==> config.mk <==
export PLATFORM = sky130hd
export DESIGN_NAME = core_bus_arbiter_flat
export DESIGN_NICKNAME = d
export VERILOG_FILES = /design/src/rtl/core_bus_arbiter_pkg.sv /design/src/rtl/core_bus_arbiter_if.sv /design/src/rtl/core_bus_arbiter_watchdog.sv /design/src/rtl/core_bus_arbiter.sv /design/src/flat_wrapper.sv
export SDC_FILE = /design/constraint.sdc
export NUM_CORES = 1
export LEC_CHECK = 0
export ABC_CLOCK_PERIOD_IN_PS = 4600
export BUFFER_PORTS_ARGS = -buffer_cell sky130_fd_sc_hd__buf_2
export CORE_AREA = 3 3 197 199
export CTS_CLUSTER_SIZE = 12
export DETAILED_ROUTE_END_ITERATION = 10
export DIE_AREA = 0 0 200 202
export SYNTH_ARGS = -nofsm -noshare
export SYNTH_HDL_FRONTEND = slang
export SYNTH_SLANG_ARGS = --single-unit
==> constraint.sdc <==
create_clock -name clk -period 4.6 [get_ports clk]
set_input_delay 0 -clock clk [delete_from_list [all_inputs] [get_ports clk]]
set_output_delay 0 -clock clk [all_outputs]
set_load 0.05 [all_outputs]
==> src/rtl/core_bus_arbiter_pkg.sv <==
// Shared types and helpers for the core bus arbiter.
//   arb_state_t : arbiter sequencing states (idle, request phase, response phase)
//   arb_owner_t : which requester owns the transfer in flight
//   IBUS_SIZE   : fixed downstream size code for instruction fetches (4 bytes)
//   ibus_word() : picks the 32-bit instruction word out of a 64-bit beat
package core_bus_arbiter_pkg;

  typedef enum logic [1:0] {ARB_IDLE, ARB_REQ, ARB_WAIT} arb_state_t;
  typedef enum logic {OWN_I, OWN_D} arb_owner_t;

  localparam logic [2:0] IBUS_SIZE = 3'd2;

  function automatic logic [31:0] ibus_word(input logic hi_i, input logic [63:0] rdata_i);
    return hi_i ? rdata_i[63:32] : rdata_i[31:0];
  endfunction

endpackage

==> src/rtl/core_bus_arbiter_if.sv <==
// Bundle of all handshake and bus signals around the core bus arbiter.
//   ibus : i_valid/i_addr in, i_data_ok/i_data out
//   dbus : d_valid/d_addr/d_size/d_strobe/d_wdata in, d_data_ok/d_rdata out
//   mem  : m_valid/m_write/m_addr/m_size/m_strobe/m_wdata out, m_ready/m_rvalid/m_rdata in
//   stat : busy, timeout out
// Modports:
//   slave  : the arbiter's view
//   master : the surrounding pipeline + memory view
interface core_bus_arbiter_if;

  logic        i_valid;
  logic [63:0] i_addr;
  logic        i_data_ok;
  logic [31:0] i_data;

  logic        d_valid;
  logic [63:0] d_addr;
  logic [2:0]  d_size;
  logic [7:0]  d_strobe;
  logic [63:0] d_wdata;
  logic        d_data_ok;
  logic [63:0] d_rdata;

  logic        m_valid;
  logic        m_write;
  logic [63:0] m_addr;
  logic [2:0]  m_size;
  logic [7:0]  m_strobe;
  logic [63:0] m_wdata;
  logic        m_ready;
  logic        m_rvalid;
  logic [63:0] m_rdata;

  logic        busy;
  logic        timeout;

  modport slave (
    input  i_valid, i_addr, d_valid, d_addr, d_size, d_strobe, d_wdata,
    input  m_ready, m_rvalid, m_rdata,
    output i_data_ok, i_data, d_data_ok, d_rdata,
    output m_valid, m_write, m_addr, m_size, m_strobe, m_wdata,
    output busy, timeout
  );

  modport master (
    output i_valid, i_addr, d_valid, d_addr, d_size, d_strobe, d_wdata,
    output m_ready, m_rvalid, m_rdata,
    input  i_data_ok, i_data, d_data_ok, d_rdata,
    input  m_valid, m_write, m_addr, m_size, m_strobe, m_wdata,
    input  busy, timeout
  );

endinterface

==> src/rtl/core_bus_arbiter_watchdog.sv <==
// Watchdog counter for one outstanding arbiter transfer.
//   clk      : clock
//   reset    : asynchronous active-low reset
//   load_i   : clear the count (a new transfer is being granted)
//   en_i     : count this cycle (a transfer is outstanding)
//   expire_o : transfer has been outstanding for TIMEOUT cycles (including this one)
module arb_watchdog #(
  parameter int TIMEOUT = 1024
) (
  input  logic clk,
  input  logic reset,
  input  logic load_i,
  input  logic en_i,
  output logic expire_o
);

  localparam int CNT_W = $clog2(TIMEOUT + 1);
  localparam logic [CNT_W-1:0] CNT_LAST = CNT_W'(TIMEOUT - 1);

  logic [CNT_W-1:0] cnt_q, cnt_d;

  // Holds at the last value instead of wrapping; the arbiter always leaves
  // the busy states on expiry, so the hold is only a safety net.
  always_comb begin
    cnt_d = cnt_q;
    if (load_i) begin
      cnt_d = '0;
    end else if (en_i && (cnt_q != CNT_LAST)) begin
      cnt_d = cnt_q + CNT_W'(1);
    end
  end

  always_ff @(posedge clk or negedge reset) begin
    if (!reset) begin
      cnt_q <= '0;
    end else begin
      cnt_q <= cnt_d;
    end
  end

  assign expire_o = en_i && (cnt_q == CNT_LAST);

endmodule

==> src/rtl/core_bus_arbiter.sv <==
// Shares one downstream memory port between instruction fetch (ibus) and
// data access (dbus). Each transfer is a request phase (m_valid until
// m_ready) followed by a response phase (until m_rvalid). dbus normally wins,
// but ibus is forced first after IWAIT_MAX consecutive dbus grants while it
// waits. A watchdog aborts any transfer outstanding for TIMEOUT cycles.
//   clk   : clock
//   reset : asynchronous active-low reset
//   bus   : core_bus_arbiter_if.slave (ibus, dbus, memory and status signals)
module core_bus_arbiter
  import core_bus_arbiter_pkg::*;
#(
  parameter int IWAIT_MAX = 4,
  parameter int TIMEOUT   = 1024
) (
  input  logic                      clk,
  input  logic                      reset,
  core_bus_arbiter_if.slave         bus
);

  localparam int SC_W = $clog2(IWAIT_MAX + 1);
  localparam logic [SC_W-1:0] STARVE_MAX = SC_W'(IWAIT_MAX);

  arb_state_t       state_q, state_d;
  arb_owner_t       owner_q, owner_d;
  logic [SC_W-1:0]  starve_q, starve_d;
  logic             timeout_q, timeout_d;

  logic             in_req, in_wait, busy;
  logic             grant, pick_i;
  logic             rsp_done, wd_expire, abort, finish, own_d;
  logic [63:0]      rsp_data;

  assign in_req  = (state_q == ARB_REQ);
  assign in_wait = (state_q == ARB_WAIT);
  assign busy    = in_req | in_wait;
  assign own_d   = (owner_q == OWN_D);

  assign grant  = (state_q == ARB_IDLE) & (bus.i_valid | bus.d_valid);
  // ibus takes the grant when alone, or when it has been passed over too often.
  assign pick_i = bus.i_valid & (~bus.d_valid | (starve_q >= STARVE_MAX));

  // A response may arrive together with acceptance while still in REQ.
  assign rsp_done = (in_req & bus.m_ready & bus.m_rvalid) | (in_wait & bus.m_rvalid);
  // A real response in the expiry cycle wins over the abort.
  assign abort    = wd_expire & ~rsp_done;
  assign finish   = rsp_done | abort;
  // Aborted transfers return zero data.
  assign rsp_data = rsp_done ? bus.m_rdata : 64'h0;

  arb_watchdog #(.TIMEOUT(TIMEOUT)) u_watchdog (
    .clk      (clk),
    .reset    (reset),
    .load_i   (grant),
    .en_i     (busy),
    .expire_o (wd_expire)
  );

  always_comb begin
    state_d   = state_q;
    owner_d   = owner_q;
    starve_d  = starve_q;
    timeout_d = timeout_q | abort;
    case (state_q)
      ARB_IDLE: begin
        if (grant) begin
          state_d = ARB_REQ;
          owner_d = pick_i ? OWN_I : OWN_D;
          // Only a dbus grant that leaves ibus waiting counts toward starvation.
          if (!pick_i && bus.i_valid) begin
            if (starve_q != STARVE_MAX) starve_d = starve_q + SC_W'(1);
          end else begin
            starve_d = '0;
          end
        end
      end
      ARB_REQ: begin
        if (finish) begin
          state_d = ARB_IDLE;
        end else if (bus.m_ready) begin
          state_d = ARB_WAIT;
        end
      end
      ARB_WAIT: begin
        if (finish) state_d = ARB_IDLE;
      end
      default: state_d = ARB_IDLE;
    endcase
  end

  always_ff @(posedge clk or negedge reset) begin
    if (!reset) begin
      state_q   <= ARB_IDLE;
      owner_q   <= OWN_I;
      starve_q  <= '0;
      timeout_q <= 1'b0;
    end else begin
      state_q   <= state_d;
      owner_q   <= owner_d;
      starve_q  <= starve_d;
      timeout_q <= timeout_d;
    end
  end

  // Request fields are forced to zero outside REQ so nothing leaks while idle or in reset.
  assign bus.m_valid  = in_req;
  assign bus.m_write  = in_req & own_d & (|bus.d_strobe);
  assign bus.m_addr   = in_req ? (own_d ? bus.d_addr : bus.i_addr) : 64'h0;
  assign bus.m_size   = in_req ? (own_d ? bus.d_size : IBUS_SIZE) : 3'd0;
  assign bus.m_strobe = (in_req & own_d) ? bus.d_strobe : 8'h00;
  assign bus.m_wdata  = (in_req & own_d) ? bus.d_wdata : 64'h0;

  assign bus.i_data_ok = finish & ~own_d;
  assign bus.d_data_ok = finish & own_d;
  assign bus.i_data    = bus.i_data_ok ? ibus_word(bus.i_addr[2], rsp_data) : 32'h0;
  assign bus.d_rdata   = bus.d_data_ok ? rsp_data : 64'h0;

  assign bus.busy    = busy;
  assign bus.timeout = timeout_q;

endmodule
==> src/flat_wrapper.sv <==
// flat-port wrapper written by rule: the top's interface ports become plain ports
module core_bus_arbiter_flat import core_bus_arbiter_pkg::*;
#(
  parameter int IWAIT_MAX = 4,
  parameter int TIMEOUT   = 1024
)
  (clk, reset, bus_i_valid, bus_i_addr, bus_d_valid, bus_d_addr, bus_d_size, bus_d_strobe, bus_d_wdata, bus_m_ready, bus_m_rvalid, bus_m_rdata, bus_i_data_ok, bus_i_data, bus_d_data_ok, bus_d_rdata, bus_m_valid, bus_m_write, bus_m_addr, bus_m_size, bus_m_strobe, bus_m_wdata, bus_busy, bus_timeout);
  core_bus_arbiter_if bus_i ();
  input  logic clk;
  input  logic reset;
  input wire logic [$bits(bus_i.i_valid)-1:0] bus_i_valid;
  input wire logic [$bits(bus_i.i_addr)-1:0] bus_i_addr;
  input wire logic [$bits(bus_i.d_valid)-1:0] bus_d_valid;
  input wire logic [$bits(bus_i.d_addr)-1:0] bus_d_addr;
  input wire logic [$bits(bus_i.d_size)-1:0] bus_d_size;
  input wire logic [$bits(bus_i.d_strobe)-1:0] bus_d_strobe;
  input wire logic [$bits(bus_i.d_wdata)-1:0] bus_d_wdata;
  input wire logic [$bits(bus_i.m_ready)-1:0] bus_m_ready;
  input wire logic [$bits(bus_i.m_rvalid)-1:0] bus_m_rvalid;
  input wire logic [$bits(bus_i.m_rdata)-1:0] bus_m_rdata;
  output wire logic [$bits(bus_i.i_data_ok)-1:0] bus_i_data_ok;
  output wire logic [$bits(bus_i.i_data)-1:0] bus_i_data;
  output wire logic [$bits(bus_i.d_data_ok)-1:0] bus_d_data_ok;
  output wire logic [$bits(bus_i.d_rdata)-1:0] bus_d_rdata;
  output wire logic [$bits(bus_i.m_valid)-1:0] bus_m_valid;
  output wire logic [$bits(bus_i.m_write)-1:0] bus_m_write;
  output wire logic [$bits(bus_i.m_addr)-1:0] bus_m_addr;
  output wire logic [$bits(bus_i.m_size)-1:0] bus_m_size;
  output wire logic [$bits(bus_i.m_strobe)-1:0] bus_m_strobe;
  output wire logic [$bits(bus_i.m_wdata)-1:0] bus_m_wdata;
  output wire logic [$bits(bus_i.busy)-1:0] bus_busy;
  output wire logic [$bits(bus_i.timeout)-1:0] bus_timeout;
  assign bus_i.i_valid = bus_i_valid;
  assign bus_i.i_addr = bus_i_addr;
  assign bus_i.d_valid = bus_d_valid;
  assign bus_i.d_addr = bus_d_addr;
  assign bus_i.d_size = bus_d_size;
  assign bus_i.d_strobe = bus_d_strobe;
  assign bus_i.d_wdata = bus_d_wdata;
  assign bus_i.m_ready = bus_m_ready;
  assign bus_i.m_rvalid = bus_m_rvalid;
  assign bus_i.m_rdata = bus_m_rdata;
  assign bus_i_data_ok = bus_i.i_data_ok;
  assign bus_i_data = bus_i.i_data;
  assign bus_d_data_ok = bus_i.d_data_ok;
  assign bus_d_rdata = bus_i.d_rdata;
  assign bus_m_valid = bus_i.m_valid;
  assign bus_m_write = bus_i.m_write;
  assign bus_m_addr = bus_i.m_addr;
  assign bus_m_size = bus_i.m_size;
  assign bus_m_strobe = bus_i.m_strobe;
  assign bus_m_wdata = bus_i.m_wdata;
  assign bus_busy = bus_i.busy;
  assign bus_timeout = bus_i.timeout;
  core_bus_arbiter #(.IWAIT_MAX(IWAIT_MAX), .TIMEOUT(TIMEOUT)) u_core (.clk(clk), .reset(reset), .bus(bus_i));
endmodule
; ---- Word-level counts from Yosys, hierarchy flattened
; Index checks and enable logic that the tools add are counted.
[totals]
out_inout_bits = 241
register_bits = 18
elab_cells = 66
[op_classes]
magnitude_cmp = 1
muxes = 20
bitwise_logic = 19
addsub = 2
n_reduce_logical = 10
n_eq_ne = 9
[op_table]
columns = cell, count
row1 = $mux 64, 5
row2 = $mux 32, 2
row3 = $mux 11, 2
row4 = $mux 3, 4
row5 = $add 11x1->11 const B, 1
row6 = $eq 11x10->1 const B, 1
row7 = $ne 11x10->1 const B, 1
row8 = $and 1x1->1, 10
row9 = $mux 2, 4
row10 = $mux 8, 1
row11 = $reduce_or 8->1, 1
row12 = $ne 3x3->1 const B, 2
row13 = $or 1x1->1, 6
row14 = $pmux 2 s3, 1
row15 = $reduce_and 3->1, 2
row16 = $ne 2x2->1 const B, 2
row17 = $add 3x1->3 const B, 1
row18 = $ge 3x3->1 const B, 1
row19 = $logic_and 1x1->1, 3
row20 = $not 1->1, 3
row21 = $eq 2x1->1 const B, 1
row22 = $eq 2x2->1 const B, 1
row23 = $logic_not 2->1, 1
row24 = $ne 2x1->1 const B, 1
row25 = other kinds (4), 4

; ---- Logic depth before layout (Yosys ltp)
[depth]
word_depth = 9
mapped_depth = 9
mapped_depth_nobuf = 6

; ---- Hierarchy
; Synthesis repeated with hierarchy kept, for this count alone.
[hier_totals]
cells_unflattened = 496
area_unflattened_um2 = 3843.7
[modules_own_cells]
columns = module, cells_each, area_per_inst_um2, seq_area_each_um2, instances
row1 = core_bus_arbiter, 431, 3230.6, 175.2, 1
row2 = arb_watchdog, 65, 613.1, 275.3, 1

; ---- Worst setup path before layout
; Ideal clock, no wire load.
[synth_path]
path_type = register -> output
startpoint = register u_core.state_q[0]
endpoint = output port bus_d_data_ok
n_path_buf = 0
t_required_ns = 4.600
path_stages_with_launch = 5
t_arrival_ns = 2.549
setup_slack_ns = 2.051
path_cell_list = dfrtp_1 -> inv_1 -> ha_1 -> nand4_1 -> a21boi_0
[synth_rtl]
columns = item, line_no
row1 = start: declaration, core_bus_arbiter.sv:23  ; arb_state_t state_q, state_d;
row2 = start signal: assignment, core_bus_arbiter.sv:97  ; state_q <= state_d;
row3 = $eq 2x1->1 or $eq 2x2->1 (tied branches), "core_bus_arbiter.sv:33, core_bus_arbiter.sv:34"
row4 = $or 1x1->1 (*), core_bus_arbiter.sv:35  ; assign busy = in_req | in_wait;
row5 = via bus_busy, flat_wrapper.sv:31  ; output wire logic [$bits(bus_i.busy)-1:0] bus_busy;
row6 = $logic_and 1x1->1 (*), core_bus_arbiter_watchdog.sv:41  ; assign expire_o = en_i && (cnt_q == CNT_LAST);
row7 = $and 1x1->1 (*), core_bus_arbiter.sv:45  ; assign abort = wd_expire & ~rsp_done;
row8 = $or 1x1->1 (*), core_bus_arbiter.sv:46  ; assign finish = rsp_done | abort;
row9 = $and 1x1->1 (*), core_bus_arbiter.sv:113  ; assign bus.d_data_ok = finish & own_d;
row10 = end: declaration, flat_wrapper.sv:23  ; output wire logic [$bits(bus_i.d_data_ok)-1:0] bus_d_data_ok;
; The timed path passes the listed nets; every way through them passes the cells marked *.

; ---- Final worst setup path
[layout_path]
startpoint = register u_core.state_q[1]
endpoint = output port bus_d_rdata[3]
[layout_between]
elab_chain_cells = 9
[layout_rtl]
columns = item, line_no
row1 = $eq 2x1->1, core_bus_arbiter.sv:33  ; assign in_req = (state_q == ARB_REQ);
row2 = $and 1x1->1 (2 in series), core_bus_arbiter.sv:43  ; assign rsp_done = (in_req & bus.m_ready & bus.m_rvalid) | (in_wait & bus.m_rvalid);
row3 = $or 1x1->1, core_bus_arbiter.sv:43
row4 = $not 1->1, core_bus_arbiter.sv:45
row5 = $and 1x1->1, core_bus_arbiter.sv:45
row6 = $or 1x1->1, core_bus_arbiter.sv:46
row7 = $and 1x1->1, core_bus_arbiter.sv:113
row8 = $mux 64 (*), core_bus_arbiter.sv:115  ; assign bus.d_rdata = bus.d_data_ok ? rsp_data : 64'h0;
row9 = end: declaration, flat_wrapper.sv:24  ; output wire logic [$bits(bus_i.d_rdata)-1:0] bus_d_rdata;
; Every way passes the cells marked *; elsewhere a longest branch is shown, timed or not.

==> run metrics <==
outcome=finished clean; # rows=71; CP required=~4.6 ns; PD cells=~640 nW/um^2; worst-margin pin slew=1.05 ns; Synth Area in Compound Gates=0.0691; final wirelength=roughly 23000 um; crit path cell chain=inv_1 > ha_4 > a21o_1 > and3_1 > buf_4 > and2_1 > buf_2; Synth area leader=mux2i_1; setup TNS=0 ns; Total GRT Usage=0.101; crit path setup slack, layout=1.95 ns; worst-skew pair later-pin latency=roughly 0.24 ns; post-route cell area=approximately 6800 um^2; Reg2Reg Capture Point=u_core.u_watchdog.cnt_q[9]; CTS buffer count=3; clock skew=0.00114 ns; Synth Flop Type=dfrtp_1; max_slew headroom=0.301; # hold bufs at CTS=1; peak supply drop=between 300 and 400 uV; final core utilization=0.181; Area Growth Syn to Fin=87.3%; min-delay src=bus_d_valid; Slew Limit Fails=0; CP arrival=around 2.7 ns; slowest CP cell=ha_4; clock buffer depth=2; grt ovf=0; Synth area leaders=mux2i_1 27%, and3_1 13%, dfrtp_1 12%; Hold Violations, Final=0; crit start category=register; Worst Setup EP=bus_d_rdata[3]; XOR/XNOR Fraction of Synth Area=0.00968; Pleak=around 4.3 nW; DRC violations left=0; die height=a little over 200 um; first-pass GRT wire length=roughly 31000 um; Chip Width=200 um; Iter 0 DRT Violations=roughly 250; Max Cap Viol=0; Placed Area=roughly 6700 um^2; Tmin final=~2.7 ns; area share of and/or/nand/nor cells after synthesis=0.447; final net count=around 1.2k; vias in the first global route=between 5k and 6k; Mapped Area=~3600 um^2; Peak Freq=around 0.38 GHz; multi-input combinational cell area=2950 um^2; mux contribution to synthesized area=0.265; placed cells=between 1k and 1.5k; Vias=5430; Critical R2R Launch=u_core.state_q[0]; worst hold slack=approximately 0.090 ns; clk sinks=18; post-cts resize count=0; DR WL/cell=approximately 16 um; R2R setup slack=2.62 ns; Syn Area/Cell=7.42 um^2; largest family of logic cells by synthesized area=simple AND/OR/NAND/NOR gates; initial antenna violation count=9; die area=approximately 40000 um^2; post-synth top area share=0.265; most common cell in the netlist=mux2i_1; critical path type=reg2out; Detailed Place HPWL=20000 um; # Post-CTS Setup Buffers=0; crit end category=output pin; number of library cell types mapped by synthesis=between 40 and 50; worst hold-check path type=in2reg; RSZ-0062 raised after global routing=false; Worst Path Max Fanout=70; overall power=approximately 4.3 mW; Synth Area in Adders=0.0207; num ports=about 510; EDFF count, synth=0; DRT Pass-1 Iters=4; CORE AREA=37400 um^2; crit path launch=u_core.state_q[1]; fraction of layout cells with a size suffix above 1=0.550; Vias/cell=3.68; setup slack at placement=approximately 2.1 ns; delay of the slowest critical-path stage=about 0.56 ns; Yosys reg bits=18; register area share after synthesis=0.124; DRT antenna net count=0; Post-synth top cells=96 x mux2i_1, 76 x and3_1, 64 x and2_1, 64 x nor2b_1, 37 x nor2_1; Async SR Flop Fraction=1.00; Routability Congestion=0.817; Post-Layout Cell Count=1474; I/O Buffers=a little over 500; largest net degree at the start of global routing=between 70 and 80; root buffer cell=clkbuf_16; initial core utilization=0.0968; reg2reg path depth=6; Final Cycle Share=0.576; syn_nets=767; Yosys warning total=0; H-tree lvl count=1; cells after synthesis=between 400 and 500; TritonCTS clock tree=built; Sequential Area=roughly 450 um^2; clk slew on worst S/H paths=0.05 ns; Fillers=about 4.2k; endpoints failing setup=0
[cells by family (layout without fill, tap and decap cells)]
kind of cell    count (synthesis)  in the layout
flops                          18             18
fa+ha+maj                       6              6
other cells                     0              1
xor+xnor                        4              4
compound gates                 34             34
simple gates                  275            275
mux                            96             96
buf+inv                        55            529
[cells in the final DEF (no fill, tap or decap), types with 2 or more instances in the layout]
cell	instances
ha_1	5
nor2b_1	64
nand3_1	3
inv_1	7
dfrtp_1	17
a211oi_1	2
clkbuf_16	3
buf_4	3
nor3_1	2
a21boi_0	2
o21a_1	2
mux2i_1	96
nor3b_1	3
nor4_1	2
a21oi_1	7
nor2_1	37
and2_1	64
buf_2	513
and3_1	76
nand2_1	12
xnor2_1	3
a21o_1	2
or3_1	2
nand4_1	2
nand3b_1	2
o21ai_0	8
[layer usage]
metal	GRT usage	part of all wire
met1	0.121	0.39
met2	0.188	0.50
met3	0.0168	0.083
met4	0.0179	0.023
met5	0	0.0024
[where the power goes]
group          internal (mW)  switching [mW]
sequential             0.189           0.154
combinational          0.989            2.81
clock                  0.132          0.0584
total                   1.31            3.02
[cell type report]
class                      count  share of cell area
timing repair buffer         518               0.386
antenna                        1            0.000369
inverter                       7             0.00387
tap                          511              0.0943
multi-input combinational    415               0.435
sequential                    18              0.0670
clock buffer                   4              0.0131
[how the worst min path moves through the flow]
stage / depth (start not counted) / endpoint / slack [ns]
2_1_floorplan: 0 / u_core.bus.timeout / -0.30
3_3_place_gp: 1 / u_core.starve_q[0] / -0.04
3_5_place_dp: 1 / u_core.starve_q[1] / -0.04
4_1_cts: 2 / u_core.own_d / 0.08
5_1_grt: 2 / u_core.own_d / 0.1
6_report: 2 / u_core.own_d / 0.09
[sequential cells by signal, summed over array words and instances, names as in the netlist]
name                     flops
u_core.u_watchdog.cnt_q     11
u_core.starve_q              3
u_core.state_q               2
u_core.bus.timeout           1
u_core.own_d                 1
[critical path, delay by kind of cell (launching register included)]
family	cells	cell delay, ns
DFF	1	0.40
and+or+nand+nor	2	0.37
buffers and inverters	3	0.79
adders and majority gates	1	0.56
AOI/OAI and AO/OA	1	0.22
Note: power is estimated with default switching activity, not from simulation.
